## src/rtl/dice_race_game_controller.sv

```systemverilog
// Dice race game-flow sequencer: runs intro menu -> play -> win, owns player
// positions, the active turn and winner state, and paces each move on the
// renderer's turn_done handshake, with a timeout fallback.
module dice_race_game_controller #(
  parameter int unsigned NUM_TILES    = 16,
  parameter int unsigned ANIM_TIMEOUT = 100_000_000
) (
  input  logic       clk,
  input  logic       reset,
  input  logic       btn_up,
  input  logic       btn_down,
  input  logic       btn_select,
  input  logic       dice_valid,
  input  logic [2:0] dice_value,
  input  logic       turn_done,
  output logic       is_intro_state,
  output logic       menu_select,
  output logic [3:0] p1_pos,
  output logic [3:0] p2_pos,
  output logic       pos_valid,
  output logic       turn,
  output logic       winner_valid,
  output logic       winner
);

  localparam int unsigned CntW = (ANIM_TIMEOUT > 1) ? $clog2(ANIM_TIMEOUT) : 1;
  localparam logic [CntW-1:0] CntLast = CntW'(ANIM_TIMEOUT - 1);
  localparam logic [3:0] Goal = 4'(NUM_TILES - 1);

  typedef enum logic [2:0] {
    StIntro,
    StWaitDice,
    StWaitAnim,
    StWin,
    StHalt
  } state_e;

  state_e          state_q;
  logic [CntW-1:0] cnt_q;

  logic [3:0] active_pos;
  logic [4:0] pos_sum;
  logic [3:0] moved_pos;
  logic       dice_ok;
  logic       anim_done;

  // Move arithmetic for the active player and the turn-completion condition.
  always_comb begin
    active_pos = turn ? p2_pos : p1_pos;
    pos_sum    = {1'b0, active_pos} + {2'b00, dice_value};
    moved_pos  = (pos_sum > {1'b0, Goal}) ? Goal : pos_sum[3:0];
    dice_ok    = dice_valid && (dice_value != 3'd0) && (dice_value != 3'd7);
    // pos_valid is high only in the first WAIT_ANIM cycle, so a turn_done
    // arriving then belongs to the previous move and is dropped.
    anim_done  = (turn_done && !pos_valid) || (cnt_q == CntLast);
  end

  // Game FSM with all outputs registered.
  always_ff @(posedge clk or posedge reset) begin
    if (reset) begin
      state_q        <= StIntro;
      cnt_q          <= '0;
      is_intro_state <= 1'b1;
      menu_select    <= 1'b0;
      p1_pos         <= 4'd0;
      p2_pos         <= 4'd0;
      pos_valid      <= 1'b0;
      turn           <= 1'b0;
      winner_valid   <= 1'b0;
      winner         <= 1'b0;
    end else begin
      pos_valid <= 1'b0;
      unique case (state_q)
        StIntro: begin
          if (btn_up && !btn_down) begin
            menu_select <= 1'b0;
          end else if (btn_down && !btn_up) begin
            menu_select <= 1'b1;
          end
          if (btn_select) begin
            is_intro_state <= 1'b0;
            if (!menu_select) begin
              p1_pos  <= 4'd0;
              p2_pos  <= 4'd0;
              turn    <= 1'b0;
              state_q <= StWaitDice;
            end else begin
              state_q <= StHalt;
            end
          end
        end
        StWaitDice: begin
          if (dice_ok) begin
            if (turn) begin
              p2_pos <= moved_pos;
            end else begin
              p1_pos <= moved_pos;
            end
            pos_valid <= 1'b1;
            cnt_q     <= '0;
            state_q   <= StWaitAnim;
          end
        end
        StWaitAnim: begin
          if (anim_done) begin
            if (active_pos == Goal) begin
              winner_valid <= 1'b1;
              winner       <= turn;
              state_q      <= StWin;
            end else begin
              turn    <= ~turn;
              state_q <= StWaitDice;
            end
          end else begin
            cnt_q <= cnt_q + CntW'(1);
          end
        end
        StWin: begin
          if (btn_select) begin
            winner_valid   <= 1'b0;
            p1_pos         <= 4'd0;
            p2_pos         <= 4'd0;
            turn           <= 1'b0;
            menu_select    <= 1'b0;
            is_intro_state <= 1'b1;
            state_q        <= StIntro;
          end
        end
        StHalt: begin
          // Terminal until reset.
        end
        default: begin
          state_q <= StIntro;
        end
      endcase
    end
  end

endmodule

```

## config.mk

```make
export PLATFORM = sky130hd
export DESIGN_NAME = dice_race_game_controller
export DESIGN_NICKNAME = d
export VERILOG_FILES = /design/src/rtl/dice_race_game_controller.sv
export SDC_FILE = /design/constraint.sdc
export NUM_CORES = 1
export LEC_CHECK = 0
export BUFFER_PORTS_ARGS = -buffer_cell sky130_fd_sc_hd__buf_2
export CORE_MARGIN = 2
export CORE_UTILIZATION = 59
export CTS_CLUSTER_DIAMETER = 50
export DETAILED_ROUTE_END_ITERATION = 12
export PLACE_DENSITY = 0.75
export SYNTH_ARGS = -nofsm -noshare
export SYNTH_HDL_FRONTEND = slang
export SYNTH_SLANG_ARGS = --single-unit
```

## constraint.sdc

```tcl
create_clock -name clk -period 3.1 [get_ports clk]
set_input_delay 0.31 -clock clk [delete_from_list [all_inputs] [get_ports clk]]
set_output_delay 0.31 -clock clk [all_outputs]
set_load 0.005 [all_outputs]
```

Word level (Yosys, flattened, before mapping):

Index checks and enable logic that the tools add are counted.

* memory bits (writable): 0
* output and inout bits: 14
* bits in latches: 0
* bits in read-only memories: 0
* memories: 0
* logic and storage cells: 95
* flip-flop bits (word level): 44
* input bits: 10

* $add $sub $neg: 2
* magnitude comparators: 1
* shift operators: 0
* reductions and logical operators: 25
* multiply operators: 0
* eq/ne operators: 18
* mux-type cells: 37
* bitwise gates (word level): 2
* div/mod/pow operators: 0

Operators with widths (count)
* 27-bit 2-to-1 mux: 2
* 27-bit one-hot mux with 2 select lines: 1
* 4-bit 2-to-1 mux: 9
* 27-bit by 1-bit adder with 27-bit output (second input constant): 1
* 27-bit == test (second input constant): 1
* 4-bit one-hot mux with 3 select lines: 2
* 2-bit != test (second input constant): 10
* 6-bit AND reduction: 3
* 3-bit 2-to-1 mux: 5
* 3-bit one-hot mux with 5 select lines: 1
* 1-bit 2-to-1 mux: 12
* 3-bit AND reduction: 4
* 3-bit nonzero test: 3
* 3-bit by 2-bit == test with 1-bit output (second input constant): 2
* 3-bit != test (second input constant): 2
* 1-bit one-hot mux with 2 select lines: 3
* 2-bit nonzero test: 3
* 4-bit by 3-bit adder with 5-bit output: 1
* 5-bit by 4-bit > comparator with 1-bit output (second input constant): 1
* 1-bit logical AND: 5
* 5-bit AND reduction: 1
* 4-bit == test (second input constant): 1
* 4-bit AND reduction: 1
* 3-bit by 1-bit == test with 1-bit output (second input constant): 1
* 7 further kinds: 10

Logic depth before layout (Yosys ltp):

Gate-level depths: netlist (run 1).

* word-level depth: 7
* depth in mapped cells: 9
* depth with buffers taken out: 8

Least setup slack after synthesis (run 1):

OpenSTA, ideal clock, no wires.

* kind: register -> register
* from: reg turn
* to: reg p1_pos[0]
* stages on the path, launching flop included: 10
* path buffers: 1
* data required time: 2.975 ns
* slack: 0.895 ns
* data arrival time: 2.080 ns
* library setup time: 0.125 ns
* clock period less this slack: 2.205 ns
* path through: dfrtp_1 > clkbuf_1 > mux2_2 > ha_1 > inv_1 > fa_1 > nor2b_1 > o21ai_0 > a21oi_1 > mux2_2

* longest elaborated chain between the ends: 7
* elaborated cells on any way between the ends: 9
* classes of those cells: add/sub (1); order compare (1); eq/ne (1); mux (5); reduce/logical (1)

RTL lines
* from (decl): RTL line 21 `output logic turn,`
* from (signal assigned): RTL line 111 `turn <= ~turn;`
* 4-bit 2-to-1 mux: RTL line 49 `active_pos = turn ? p2_pos : p1_pos;`
* 4-bit by 3-bit adder with 5-bit output: RTL line 50 `pos_sum = {1'b0, active_pos} + {2'b00, dice_value};`
* 5-bit by 4-bit > comparator with 1-bit output: RTL line 51 `moved_pos = (pos_sum > {1'b0, Goal}) ? Goal : pos_sum[3:0];`
* 4-bit 2-to-1 mux: RTL line 51
* 4-bit 2-to-1 mux: RTL line 94 `if (turn) begin`
* 4-bit 2-to-1 mux: RTL line 93 `if (dice_ok) begin`
* 4-bit one-hot mux with 3 select lines: RTL line 73 `unique case (state_q)`
* to (signal assigned): RTL line 97 `p1_pos <= moved_pos;`
* to (decl): RTL line 18 `output logic [3:0] p1_pos,`

Several ways; a longest one is shown, not always the timed one. The select of a mux whose other input is x is not followed.
A chain may end at the register's enable or synchronous reset.

Worst setup path in the final report (run 1):

* from: reg state_q[1]
* to: reg cnt_q[16]

* longest elaborated chain between the ends: 3
* elaborated cells on any way between the ends: 7
* classes of those cells: eq/ne (4); mux (1); reduce/logical (2)

RTL lines
* from (decl): RTL line 38 `state_e state_q;`
* from (signal assigned): RTL line 61 `state_q <= StIntro;`
* from (signal assigned): RTL line 86 `state_q <= StWaitDice;`
* from (signal assigned): RTL line 88 `state_q <= StHalt;`
* 3-bit by 2-bit == test with 1-bit output or 3-bit by 1-bit == test with 1-bit output (tied branches): RTL line 73
* 2-bit != test (no source line) or 2-bit nonzero test (tied branches)
* 3-bit AND reduction (no source line)
* to (signal assigned): RTL line 115 `cnt_q <= cnt_q + CntW'(1);`
* to (decl): RTL line 39 `logic [CntW-1:0] cnt_q;`

Several ways; a longest one is shown, not always the timed one.

==> impl_metrics.yaml, run 1 <==
run_status:
  status: "complete, no violations"
clock_network:
  cts_buffer_depth: 2
  cts-hold-fix-buffers: 0
  clock_sink_count: 44
  tritoncts_clock_tree: "built"
  cts.clk_slew.worst_paths_ns: 0.09
  post-cts-setup-buffers: 0
  clock_tree.root_cell: "sky130_fd_sc_hd__clkbuf_8"
  cts_max_level: 2
  post_cts_resize_count: 0
  cts_buffers: 5
  insertion_delay_ns: 0.30
placed_design:
  hpwlAfterDp_mm: 3.54
  detailedPlace.worstSlack_ns: 0.718
  port_buffers: 23
  globalplace.congestion: 0.882
  post-place-cells: 322
critical_path:
  critPathMaxStageDelay_ns: 0.63
  critical_path.n_buffers_inverters: 0
  timing.critical_path.fanout_max: 15
  worst_setup_path_startpoint: "state_q[1]$_DFFE_PP0P_"
  rr_worst_depth: 4
  crit-reg2reg-capture: "cnt_q[16]$_DFFE_PP0P_"
  crit-reg2reg-launch: "state_q[1]$_DFFE_PP0P_"
  worst_setup_slack_for_register_to_register_paths_ns: 0.68
  critPathLaunchType: "flip-flop"
  crit_slowest_cell: "sky130_fd_sc_hd__or4_1"
  end_kind: "flip-flop"
  crit_cells: 4
  timing_worst_setup_path_type: "reg -> reg"
  crit_family: "simple AND/OR/NAND/NOR gates"
  ordered_list_of_cells_on_the_worst_path: "nor3b_2 -> nand4_1 -> or4_1 -> a21oi_1"
  crit_end: "cnt_q[16]$_DFFE_PP0P_"
  crit_arrival_ns: 2.64
  critical_path_required_ns: 3.33
detailed_routing:
  route.detailed.drc: 0
  route.vias.total: 2002
  drt_first_pass_iters: 5
  vias_per_cell: 6.07
  routedWlPerCell_microns: 15.4
  number_of_antenna_violating_nets_in_the_routed_design: 0
  first_iter_violations: 187
  routed_wl_mm: 5.07
power:
  power_per_cell_area_mw_per_mm2: 535
  power_frac_comb_pct: 20.9
  seq_power_share_pct: 49.0
  power_report.internal_total_w: 0.00104
  switching_share_pct: 28.9
  irDropWorstVdd_v: 0.000297
  clkPwrFrac_pct: 30.1
  power_switching_w: 0.000422
  power.static_leakage_nw: 1.22
sta:
  achievable-frequency_ghz: 0.414
  fin_setup_tns_ns: 0
  period_share_pct: 78.0
  final_period_minus_worst_setup_slack_ns: 2.42
  holdWs_ns: 0.141
  finalHoldViolations: 0
  timing.clock.skew_ns: 0.0131
  timing.final.max_slew_violations: 0
  timing.max_slew.rel_slack_pct: 25.2
  final_critical_path_setup_slack_ns: 0.683
  report.final.setup_viol: 0
  worst_pin_slew_ns: 1.11
  setup_repair_after_global_routing_missed_its_margin: "false"
logic_synthesis:
  synth-seq-area-share_pct: 44.1
  synth_async_reset_ratio_pct: 100
  syn_area_sq_mm: 0.00250
  netlist_cell_types: 50
  synth_flop_type: "sky130_fd_sc_hd__dfrtp_1"
  number_of_flip_flops_and_latches_in_the_synthesized_netlist: 44
  synth-edff-count: 0
  synth-warning-count: 0
  post_synth.cell_area_avg_sq_um: 9.61
  synth_nets: 276
  postSynthCellCount: 260
floorplanning:
  dieArea_sq_mm: 0.00477
  initial_core_util_pct: 62.0
  die_y_microns: 69.1
  core_area_sq_mm: 0.00403
  boundaryPins: 24
  core.rowCount: 23
  die_width_microns: 69.1
layout:
  relative_area_change_from_synthesis_to_final_layout_pct: 9.32
  post_route_cells_drive_above_1_share_pct: 17.9
  layout.cells.non_filler: 330
  fin_nets: 295
  diodes: 0
grt:
  number_of_antenna_violations_at_the_first_check_in_global_routing: 0
  grt_overflow: 0
  grt_max_degree: 32
  via_count_of_the_first_global_routing_pass: 1841
  grt.total_usage_pct: 22.8
  grt_first_pass_wirelength_mm: 8.74
hold_path:
  hold_path_class: "in -> async"
run:
  max-cap-violations: 0
==> stage by stage <==
step	power [W]	util, %	instance area, sq um
floorplan	0.000913	-	2500
global route	0.00154	67.8	2730
detailed placement	0.00103	65.1	2620
global placement	0.00102	65.1	2620
CTS	0.00147	67.8	2730
finish	0.00146	67.8	2730
==> registers in the layout (all words and copies together) (netlist names) <==
register,count
state_q,3
winner,1
turn,1
winner_valid,1
menu_select,1
cnt_q,27
p2_pos,4
p1_pos,4
is_intro_state,1
pos_valid,1
==> synthesized netlist by cell type, types with 5 or more instances <==
master / number / area (sq um)
sky130_fd_sc_hd__or3_1: 7 / 43.8
sky130_fd_sc_hd__o31ai_1: 6 / 45.0
sky130_fd_sc_hd__dfrtp_1: 43 / 1080
sky130_fd_sc_hd__mux2_2: 9 / 101
sky130_fd_sc_hd__nor2_1: 19 / 71.3
sky130_fd_sc_hd__nand3_1: 12 / 60.1
sky130_fd_sc_hd__ha_1: 5 / 62.6
sky130_fd_sc_hd__nand2_1: 14 / 52.6
sky130_fd_sc_hd__buf_2: 6 / 30.0
sky130_fd_sc_hd__clkbuf_1: 5 / 18.8
sky130_fd_sc_hd__xnor2_1: 12 / 105
sky130_fd_sc_hd__inv_1: 17 / 63.8
sky130_fd_sc_hd__nand2b_1: 6 / 37.5
sky130_fd_sc_hd__nor3_1: 9 / 45.0
sky130_fd_sc_hd__o21ai_0: 11 / 55.1
sky130_fd_sc_hd__nand4_1: 6 / 37.5
sky130_fd_sc_hd__a21oi_1: 17 / 85.1
==> routing by layer <==
layer	track usage, %	up-vias	part of all wire, %
met5	0	-	0
met4	7.84	0	1.4
met3	4.82	5	4.2
met2	33.4	49	46
met1	33.4	958	49
li1	-	990	-
==> area by class of cell <==
class                   instances  area, sq um
clock inverters                 2         35.0
well taps                      50         62.6
repair buffers                 24          123
inverters                      17         63.8
flip-flops and latches         44         1100
multi-input cells             187         1270
clock buffers                   6         72.6
fillers                       344         1300
==> layout by cell type (no fill, tap or decap), types with 2 or more instances in the layout <==
cell,Yosys,final
sky130_fd_sc_hd__mux2i_1,4,4
sky130_fd_sc_hd__and3_1,2,2
sky130_fd_sc_hd__nand3_1,12,12
sky130_fd_sc_hd__a21o_1,3,3
sky130_fd_sc_hd__or4_1,2,2
sky130_fd_sc_hd__nor4_1,4,4
sky130_fd_sc_hd__nand2_1,14,14
sky130_fd_sc_hd__mux2_2,9,9
sky130_fd_sc_hd__a211oi_1,2,2
sky130_fd_sc_hd__inv_1,17,16
sky130_fd_sc_hd__and4_1,4,4
sky130_fd_sc_hd__nand4_1,6,6
sky130_fd_sc_hd__ha_1,5,5
sky130_fd_sc_hd__clkbuf_8,0,5
sky130_fd_sc_hd__or2_2,2,2
sky130_fd_sc_hd__a31oi_1,2,2
sky130_fd_sc_hd__o21ai_0,11,11
sky130_fd_sc_hd__o31ai_1,6,6
sky130_fd_sc_hd__and2_1,2,2
sky130_fd_sc_hd__nand2b_1,6,6
sky130_fd_sc_hd__o211ai_1,3,3
sky130_fd_sc_hd__o311ai_0,4,4
sky130_fd_sc_hd__xnor2_1,12,12
sky130_fd_sc_hd__nor3_1,9,9
sky130_fd_sc_hd__dfrtp_1,43,43
sky130_fd_sc_hd__nor2_1,19,19
sky130_fd_sc_hd__buf_2,6,23
sky130_fd_sc_hd__or3_1,7,7
sky130_fd_sc_hd__a21oi_1,17,17
sky130_fd_sc_hd__nor2b_1,2,2
==> power groups by stage <==
stage | logic [W] | clock network [W] | registers [W]
2_1_floorplan | 0.000211 | 0 | 0.000701
3_3_place_gp | 0.000296 | 0 | 0.000723
3_5_place_dp | 0.000304 | 0 | 0.000724
4_1_cts | 0.000307 | 0.000449 | 0.000714
5_1_grt | 0.000342 | 0.000476 | 0.000727
6_report | 0.000306 | 0.000440 | 0.000715
==> how the worst min path moves through the flow <==
stage	depth (start not counted)	start	slack (ns)	to
detailed placement	1	winner_valid$_DFFE_PP0P_	0.48	winner_valid$_DFFE_PP0P_
finish	2	reset	0.14	cnt_q[17]$_DFFE_PP0P_
global placement	1	winner_valid$_DFFE_PP0P_	0.46	winner_valid$_DFFE_PP0P_
CTS	2	reset	0.16	p1_pos[2]$_DFFE_PP0P_
global route	2	reset	0.21	p1_pos[2]$_DFFE_PP0P_
floorplan	1	cnt_q[17]$_DFFE_PP0P_	0.46	cnt_q[17]$_DFFE_PP0P_
==> cells by family (layout without fill, tap and decap cells) <==
| family | after synthesis | after routing | synth area share, % |
|---|---|---|---|
| AOI/OAI and AO/OA | 57 | 57 | 15.1 |
| xor gates and xnor gates | 13 | 13 | 4.56 |
| adders and majority gates | 6 | 6 | 3.31 |
| buffers and inverters | 29 | 49 | 4.96 |
| DFF | 44 | 44 | 44.1 |
| muxes | 14 | 14 | 6.11 |
| and+or+nand+nor | 97 | 97 | 21.8 |
Note: power is estimated with default switching activity, not from simulation.
==> run 2, diff against run 1 <==
Settings changed: ABC_AREA set to 1, CORE_UTILIZATION 59 to 60, PLACE_DENSITY 0.75 to 0.76.
Clock period 3.1 ns to 2.4 ns, I/O delays scaled along.
==> run 2 against run 1 <==
  * Clock skew shrank 0.0073 ns
  * Sequential share of layout area decreased by 7.9 points
  * Combinational power rose to 2.9 times the previous value
  * Final area is 24% higher
  * Clock power increased by 39%
  * Synthesized cell count grew 82%
  * Non-clock buffer count up 3
  * Fmax rose by 8.8%
  * Global-route usage increased by 4.3 points
  * Die area is 21% higher
  * Critical path type unchanged
  * Largest power group unchanged
  * Highest routed layer unchanged
==> impl_metrics.yaml, run 2 <==
critical_path:
  worst_setup_slack_for_register_to_register_paths_ns: 0.18
  crit_arrival_ns: 2.42
  timing_worst_setup_path_type: "reg -> reg"
  critPathLaunchType: "flip-flop"
  rr_worst_depth: 12
  crit-reg2reg-launch: "turn$_DFFE_PP0P_"
  worst_setup_path_startpoint: "turn$_DFFE_PP0P_"
  end_kind: "flip-flop"
  timing.critical_path.fanout_max: 12
  crit-reg2reg-capture: "p2_pos[2]$_DFFE_PP0P_"
  critical_path_required_ns: 2.60
  crit_end: "p2_pos[2]$_DFFE_PP0P_"
clock_network:
  cts-hold-fix-buffers: 0
  clock_tree.root_cell: "sky130_fd_sc_hd__clkbuf_8"
  post-cts-setup-buffers: 0
  cts_buffers: 5
  insertion_delay_ns: 0.30
  cts_max_level: 2
  clock_sink_count: 44
  cts.clk_slew.worst_paths_ns: 0.09
  tritoncts_clock_tree: "built"
  cts_buffer_depth: 2
logic_synthesis:
  syn_area_sq_mm: 0.00312
  postSynthCellCount: 472
  synth_async_reset_ratio_pct: 100
  synth_nets: 488
  synth.top_cell.area_share_pct: 34.5
  synth-seq-area-share_pct: 35.4
  synth-edff-count: 0
  synth.top_cells.by_count: "sky130_fd_sc_hd__nand2_1, sky130_fd_sc_hd__nor2_1, sky130_fd_sc_hd__inv_1, sky130_fd_sc_hd__nand3_1, sky130_fd_sc_hd__dfrtp_1"
  synth_flop_type: "sky130_fd_sc_hd__dfrtp_1"
  synth_top_cell_by_area: "sky130_fd_sc_hd__dfrtp_1"
  post_synth.cell_area_avg_sq_um: 6.60
  synth_most_common_cell: "sky130_fd_sc_hd__nand2_1"
  synth-warning-count: 0
  ys_top_cells_by_area: "sky130_fd_sc_hd__dfrtp_1, sky130_fd_sc_hd__nand2_1, sky130_fd_sc_hd__nor2_1"
  number_of_flip_flops_and_latches_in_the_synthesized_netlist: 44
  netlist_cell_types: 31
grt:
  gr-usage-met3_pct: 4.38
  globalRoute.busiestLayer: "met2"
  grt_use_met2_pct: 45.9
  grt.total_usage_pct: 27.1
  via_count_of_the_first_global_routing_pass: 2847
  met1_track_utilization_from_global_routing_pct: 34.3
  grt_overflow: 0
  grt_max_degree: 45
  grt_first_pass_wirelength_mm: 12.8
  number_of_antenna_violations_at_the_first_check_in_global_routing: 0
power:
  fin_total_pwr_w: 0.00246
  power_per_cell_area_mw_per_mm2: 724
  power.static_leakage_nw: 1.67
  irDropWorstVdd_v: 0.000700
floorplanning:
  dieArea_sq_mm: 0.00579
  core.rowCount: 26
  core_area_sq_mm: 0.00507
  boundaryPins: 24
  die_y_microns: 76.1
  die_width_microns: 76.1
  initial_core_util_pct: 61.4
detailed_routing:
  drt_first_pass_iters: 5
  vias_per_cell: 5.31
  routed_wl_mm: 7.35
  number_of_antenna_violating_nets_in_the_routed_design: 0
  routedWlPerCell_microns: 13.0
  first_iter_violations: 273
  route.vias.total: 3004
  route.detailed.drc: 0
placed_design:
  port_buffers: 23
  placement.cell_area_sq_mm: 0.00327
  hpwlAfterDp_mm: 5.26
  globalplace.congestion: 1.05
  post-place-cells: 558
layout:
  mostFrequentLayoutCell: "sky130_fd_sc_hd__nand2_1"
  diodes: 0
  register_ranked_first_by_flip_flop_count: "cnt_q"
  fin_nets: 511
  post_route_cells_drive_above_1_share_pct: 12.5
  relative_area_change_from_synthesis_to_final_layout_pct: 8.80
  largest_register_ff_count: 27
  layout.cells.non_filler: 566
  post-route-cell-area_sq_mm: 0.00339
  final_cell_mix: "sky130_fd_sc_hd__nand2_1, sky130_fd_sc_hd__nor2_1, sky130_fd_sc_hd__inv_1, sky130_fd_sc_hd__nand3_1, sky130_fd_sc_hd__dfrtp_1"
  final.fill_count: 479
  top_regs: "cnt_q x27, p1_pos x4, p2_pos x4"
sta:
  timing.max_slew.rel_slack_pct: 37.3
  setup_repair_after_global_routing_missed_its_margin: "false"
  period_share_pct: 92.5
  worst_pin_slew_ns: 0.940
  final_period_minus_worst_setup_slack_ns: 2.22
  achievable-frequency_ghz: 0.450
  finalHoldViolations: 0
  fin_setup_tns_ns: 0
  timing.clock.skew_ns: 0.00574
  report.final.setup_viol: 0
  timing.final.max_slew_violations: 0
hold_path:
  hold_path_class: "in -> async"
run:
  max-cap-violations: 0
run_status:
  status: "complete, no violations"
## run 2: changes by cell type after synthesis, moves of 8 or more
cell                      previous run  this run
sky130_fd_sc_hd__inv_1              17        48
sky130_fd_sc_hd__xnor2_1            12         0
sky130_fd_sc_hd__nor2_1             19        74
sky130_fd_sc_hd__xor2_1              1        14
sky130_fd_sc_hd__nand3_1            12        47
sky130_fd_sc_hd__mux2_2              9         0
sky130_fd_sc_hd__a21oi_1            17         9
sky130_fd_sc_hd__nand2_1            14       169
## run 2: layer usage
layer	part of all wire, %	routed length, microns
met5	0	0
met2	48	3520
met1	44	3200
met4	2.7	202
met3	5.9	430
## run 2: logic make-up (layout without fill, tap and decap cells)
| family | Yosys count | count (layout) | share of synthesized area (%) |
|---|---|---|---|
| simple gates | 312 | 312 | 43.3 |
| buf+inv | 63 | 87 | 8.83 |
| flops | 44 | 44 | 35.4 |
| compound gates | 33 | 33 | 5.94 |
| xor+xnor | 14 | 14 | 3.94 |
| fa+ha+maj | 6 | 6 | 2.65 |
## run 2: metrics by stage
step	util, %	setup WS, ns	hold WS, ns
after floorplan	-	0.434	0.413
after global routing	66.8	0.00617	0.227
after CTS	66.8	0.181	0.174
final	66.8	0.179	0.144
after detailed placement	64.4	0.203	0.461
after global placement	64.4	0.384	0.465
## run 2: layout make-up
type                            instances  area, sq um  share of cell area (%)
Clock buffer                            6         82.6                    2.44
Clock inverter                          2         38.8                    1.14
Inverter                               52          195                    5.76
Multi-Input combinational cell        365         1740                    51.3
Sequential cell                        44         1100                    32.5
Tap cell                               70         87.6                    2.58
Timing Repair Buffer                   27          145                    4.28
## run 2: worst min path at each step
| stage | from | endpoint | slack (ns) |
|---|---|---|---|
| 2_1_floorplan | btn_select | state_q[1]$_DFFE_PP0P_ | 0.41 |
| 3_3_place_gp | is_intro_state$_DFFE_PP1P_ | is_intro_state$_DFFE_PP1P_ | 0.46 |
| 3_5_place_dp | winner_valid$_DFFE_PP0P_ | winner_valid$_DFFE_PP0P_ | 0.46 |
| 4_1_cts | reset | p1_pos[2]$_DFFE_PP0P_ | 0.17 |
| 5_1_grt | reset | p1_pos[2]$_DFFE_PP0P_ | 0.23 |
| 6_report | reset | p1_pos[2]$_DFFE_PP0P_ | 0.14 |
## run 2: worst max-delay path: stages, from the launching register on
cell,delay [ns]
sky130_fd_sc_hd__dfrtp_1,0.56
sky130_fd_sc_hd__nand2_1,0.09
sky130_fd_sc_hd__o21ai_1,0.15
sky130_fd_sc_hd__ha_1,0.22
sky130_fd_sc_hd__inv_1,0.06
sky130_fd_sc_hd__fa_1,0.40
sky130_fd_sc_hd__inv_1,0.08
sky130_fd_sc_hd__a21oi_1,0.08
sky130_fd_sc_hd__inv_1,0.06
sky130_fd_sc_hd__nand2_1,0.07
sky130_fd_sc_hd__a21oi_1,0.17
sky130_fd_sc_hd__nand2_1,0.07
sky130_fd_sc_hd__o21ai_0,0.12
## run 2: what timing repair did
| action | in CTS | in global routing |
|---|---|---|
| endpoints found under the setup margin | 0 | 4 |
| resized for setup | 0 | 1 |
| endpoints found under the hold margin | 0 | 0 |
## run 2: where the power goes
| part | leakage (nW) | internal [W] | switching (W) |
|---|---|---|---|
| sequential | 0.603 | 0.000842 | 0.000102 |
| clock | 0.0614 | 0.000341 | 0.000270 |
| combinational | 1.00 | 0.000284 | 0.000616 |
==> run 3, diff against run 2 <==
Settings changed: ABC_AREA 1 to 0, CORE_UTILIZATION 60 to 53, PLACE_DENSITY 0.76 to 0.71.
Clock period 2.4 ns to 2 ns, I/O delays scaled along.
==> run 3 against run 2 <==
  * Total power fell by 4.8%
  * Setup slack got worse by 0.16 ns
  * Clock power fell by 1%
  * Critical endpoint is now p1_pos[2]$_DFFE_PP0P_
==> impl_metrics.yaml, run 3 (synthesis results as in run 1) <==
floorplanning:
  dieArea_sq_mm: 0.00528
  core_area_sq_mm: 0.00444
  die_width_microns: 72.6
  core.rowCount: 24
  initial_core_util_pct: 56.2
  boundaryPins: 24
  die_y_microns: 72.6
power:
  power_per_cell_area_mw_per_mm2: 764
  power_switching_w: 0.000741
  power_frac_comb_pct: 27.4
  switching_share_pct: 31.7
  irDropWorstVdd_v: 0.000583
  seq_power_share_pct: 46.8
  power.static_leakage_nw: 1.36
  clkPwrFrac_pct: 25.8
  power_report.internal_total_w: 0.00160
grt:
  grt_max_degree: 45
  number_of_antenna_violations_at_the_first_check_in_global_routing: 0
  grt.total_usage_pct: 23.1
  grt_overflow: 0
  via_count_of_the_first_global_routing_pass: 2048
  grt_first_pass_wirelength_mm: 9.50
placed_design:
  globalplace.congestion: 0.903
  placement.cell_area_sq_mm: 0.00286
  hpwlAfterDp_mm: 4.05
  port_buffers: 23
critical_path:
  crit_arrival_ns: 2.17
  critical_path.n_buffers_inverters: 0
  ordered_list_of_cells_on_the_worst_path: "mux2_2 -> ha_1 -> nor2b_2 -> o21ai_4 -> a21oi_2 -> mux2_2"
  end_kind: "flip-flop"
  critPathMaxStageDelay_ns: 0.42
  crit_family: "multiplexers"
  timing.critical_path.fanout_max: 4
  critPathMostFrequentCell: "sky130_fd_sc_hd__mux2_2"
  critical_path_required_ns: 2.19
  crit_slowest_cell: "sky130_fd_sc_hd__dfrtp_2"
  timing_worst_setup_path_type: "reg -> reg"
  critPathLaunchType: "flip-flop"
layout:
  final_cell_mix: "sky130_fd_sc_hd__dfrtp_1, sky130_fd_sc_hd__buf_4, sky130_fd_sc_hd__buf_2"
  final.fill_count: 347
  relative_area_change_from_synthesis_to_final_layout_pct: 22.4
  largest_register_ff_count: 27
  top_regs: "cnt_q x27, p1_pos x4, p2_pos x4"
  fin_nets: 325
  postLayoutCoreUtil_pct: 68.8
  mostFrequentLayoutCell: "sky130_fd_sc_hd__dfrtp_1"
  post-route-cell-area_sq_mm: 0.00306
  diodes: 0
  register_ranked_first_by_flip_flop_count: "cnt_q"
  post_route_cells_drive_above_1_share_pct: 32.3
detailed_routing:
  route.vias.total: 2122
  first_iter_violations: 117
  routedWlPerCell_microns: 15.7
  routed_wl_mm: 5.70
  drt_first_pass_iters: 4
  number_of_antenna_violating_nets_in_the_routed_design: 0
  route.detailed.drc: 0
  vias_per_cell: 5.86
clock_network:
  cts_buffer_depth: 2
  tritoncts_clock_tree: "built"
  cts_buffers: 5
  cts.clk_slew.worst_paths_ns: 0.09
  clock_sink_count: 44
  clock_tree.root_cell: "sky130_fd_sc_hd__clkbuf_8"
  insertion_delay_ns: 0.31
  cts_max_level: 2
  cts-hold-fix-buffers: 0
sta:
  fin_setup_tns_ns: 0
  timing.final.max_slew_violations: 0
  worst_pin_slew_ns: 0.567
  timing.max_slew.rel_slack_pct: 62.2
  report.final.setup_viol: 0
  timing.clock.skew_ns: 0.0126
  final_period_minus_worst_setup_slack_ns: 1.98
  period_share_pct: 99.1
  achievable-frequency_ghz: 0.505
  finalHoldViolations: 0
  setup_repair_after_global_routing_missed_its_margin: "true"
hold_path:
  hold_path_class: "in -> async"
run:
  max-cap-violations: 0
run_status:
  status: "complete, no violations"
## run 3: cell types whose count changed in the layout (fill, tap and decap cells not counted), sizes merged, moves of 6 or more
cell,before,now
o21ai,22,11
buf,27,54
a21oi,9,17
nand3,51,12
nand2b,0,6
inv,52,16
nand2,176,14
xor2,14,1
or3,0,7
mux2,0,10
nor2,77,19
xnor2,0,12
## run 3: power groups by stage
stage	Clock, W	Combinational (W)	Sequential, W
5_1_grt	0.000642	0.000698	0.00111
3_5_place_dp	0	0.000559	0.00110
4_1_cts	0.000609	0.000566	0.00108
3_3_place_gp	0	0.000539	0.00110
2_1_floorplan	0	0.000335	0.00109
6_report	0.000604	0.000639	0.00109
## run 3: worst paths after layout
kind,startpoint,endpoint,slack (ns),cells after the start
setup reg to reg,turn$_DFFE_PP0P_,p1_pos[2]$_DFFE_PP0P_,0.02,6
hold reg to reg,is_intro_state$_DFFE_PP1P_,is_intro_state$_DFFE_PP1P_,0.48,2
setup / recovery,turn$_DFFE_PP0P_,p1_pos[2]$_DFFE_PP0P_,0.02,6
max in group asynchronous,reset,state_q[0]$_DFFE_PP0P_,1.57,3
hold / removal,reset,p2_pos[2]$_DFFE_PP0P_,0.02,3
min in group clk,btn_select,state_q[2]$_DFFE_PP0P_,0.27,3
## run 3: worst register-to-register path, stage by stage, from the launching register on
cell	delay (ns)
sky130_fd_sc_hd__dfrtp_2	0.42
sky130_fd_sc_hd__mux2_2	0.38
sky130_fd_sc_hd__ha_1	0.31
sky130_fd_sc_hd__nor2b_2	0.18
sky130_fd_sc_hd__o21ai_4	0.22
sky130_fd_sc_hd__a21oi_2	0.09
sky130_fd_sc_hd__mux2_2	0.27
## run 3: metal layers
layer	vias up	share of wire, %	track usage, %
met5	-	0	0
met4	0	2.4	7.82
met3	14	2.4	4.28
met2	33	48	36.1
met1	1035	47	32.5
li1	1040	-	-
## run 3: timing repair
item	in CTS	in global routing
buffers inserted	0	1
hold endpoints to repair	0	0
endpoints found under the setup margin	11	22
resized for setup	2	21
pin swaps	0	10
## run 3: layout make-up
cell class / instances / area, sq um / area share (%)
Multi-Input combinational cell: 187 / 1370 / 44.7
Sequential cell: 44 / 1100 / 36.1
Timing Repair Buffer: 54 / 360 / 11.8
Tap cell: 52 / 65.1 / 2.13
Clock inverter: 2 / 15.0 / 0.491
Inverter: 17 / 63.8 / 2.09
Clock buffer: 6 / 82.6 / 2.70
## run 3: through the flow
step / total power (W) / std cells / hold WS (ns) / setup WS [ns]
2_1_floorplan: 0.00142 / 260 / 0.406 / 0.000508
3_3_place_gp: 0.00164 / 353 / 0.375 / 0.0397
3_5_place_dp: 0.00166 / 353 / 0.365 / -0.0278
4_1_cts: 0.00226 / 361 / 0.0379 / -0.0275
5_1_grt: 0.00245 / 362 / 0.0765 / -0.0452
6_report: 0.00234 / 362 / 0.0181 / 0.0187
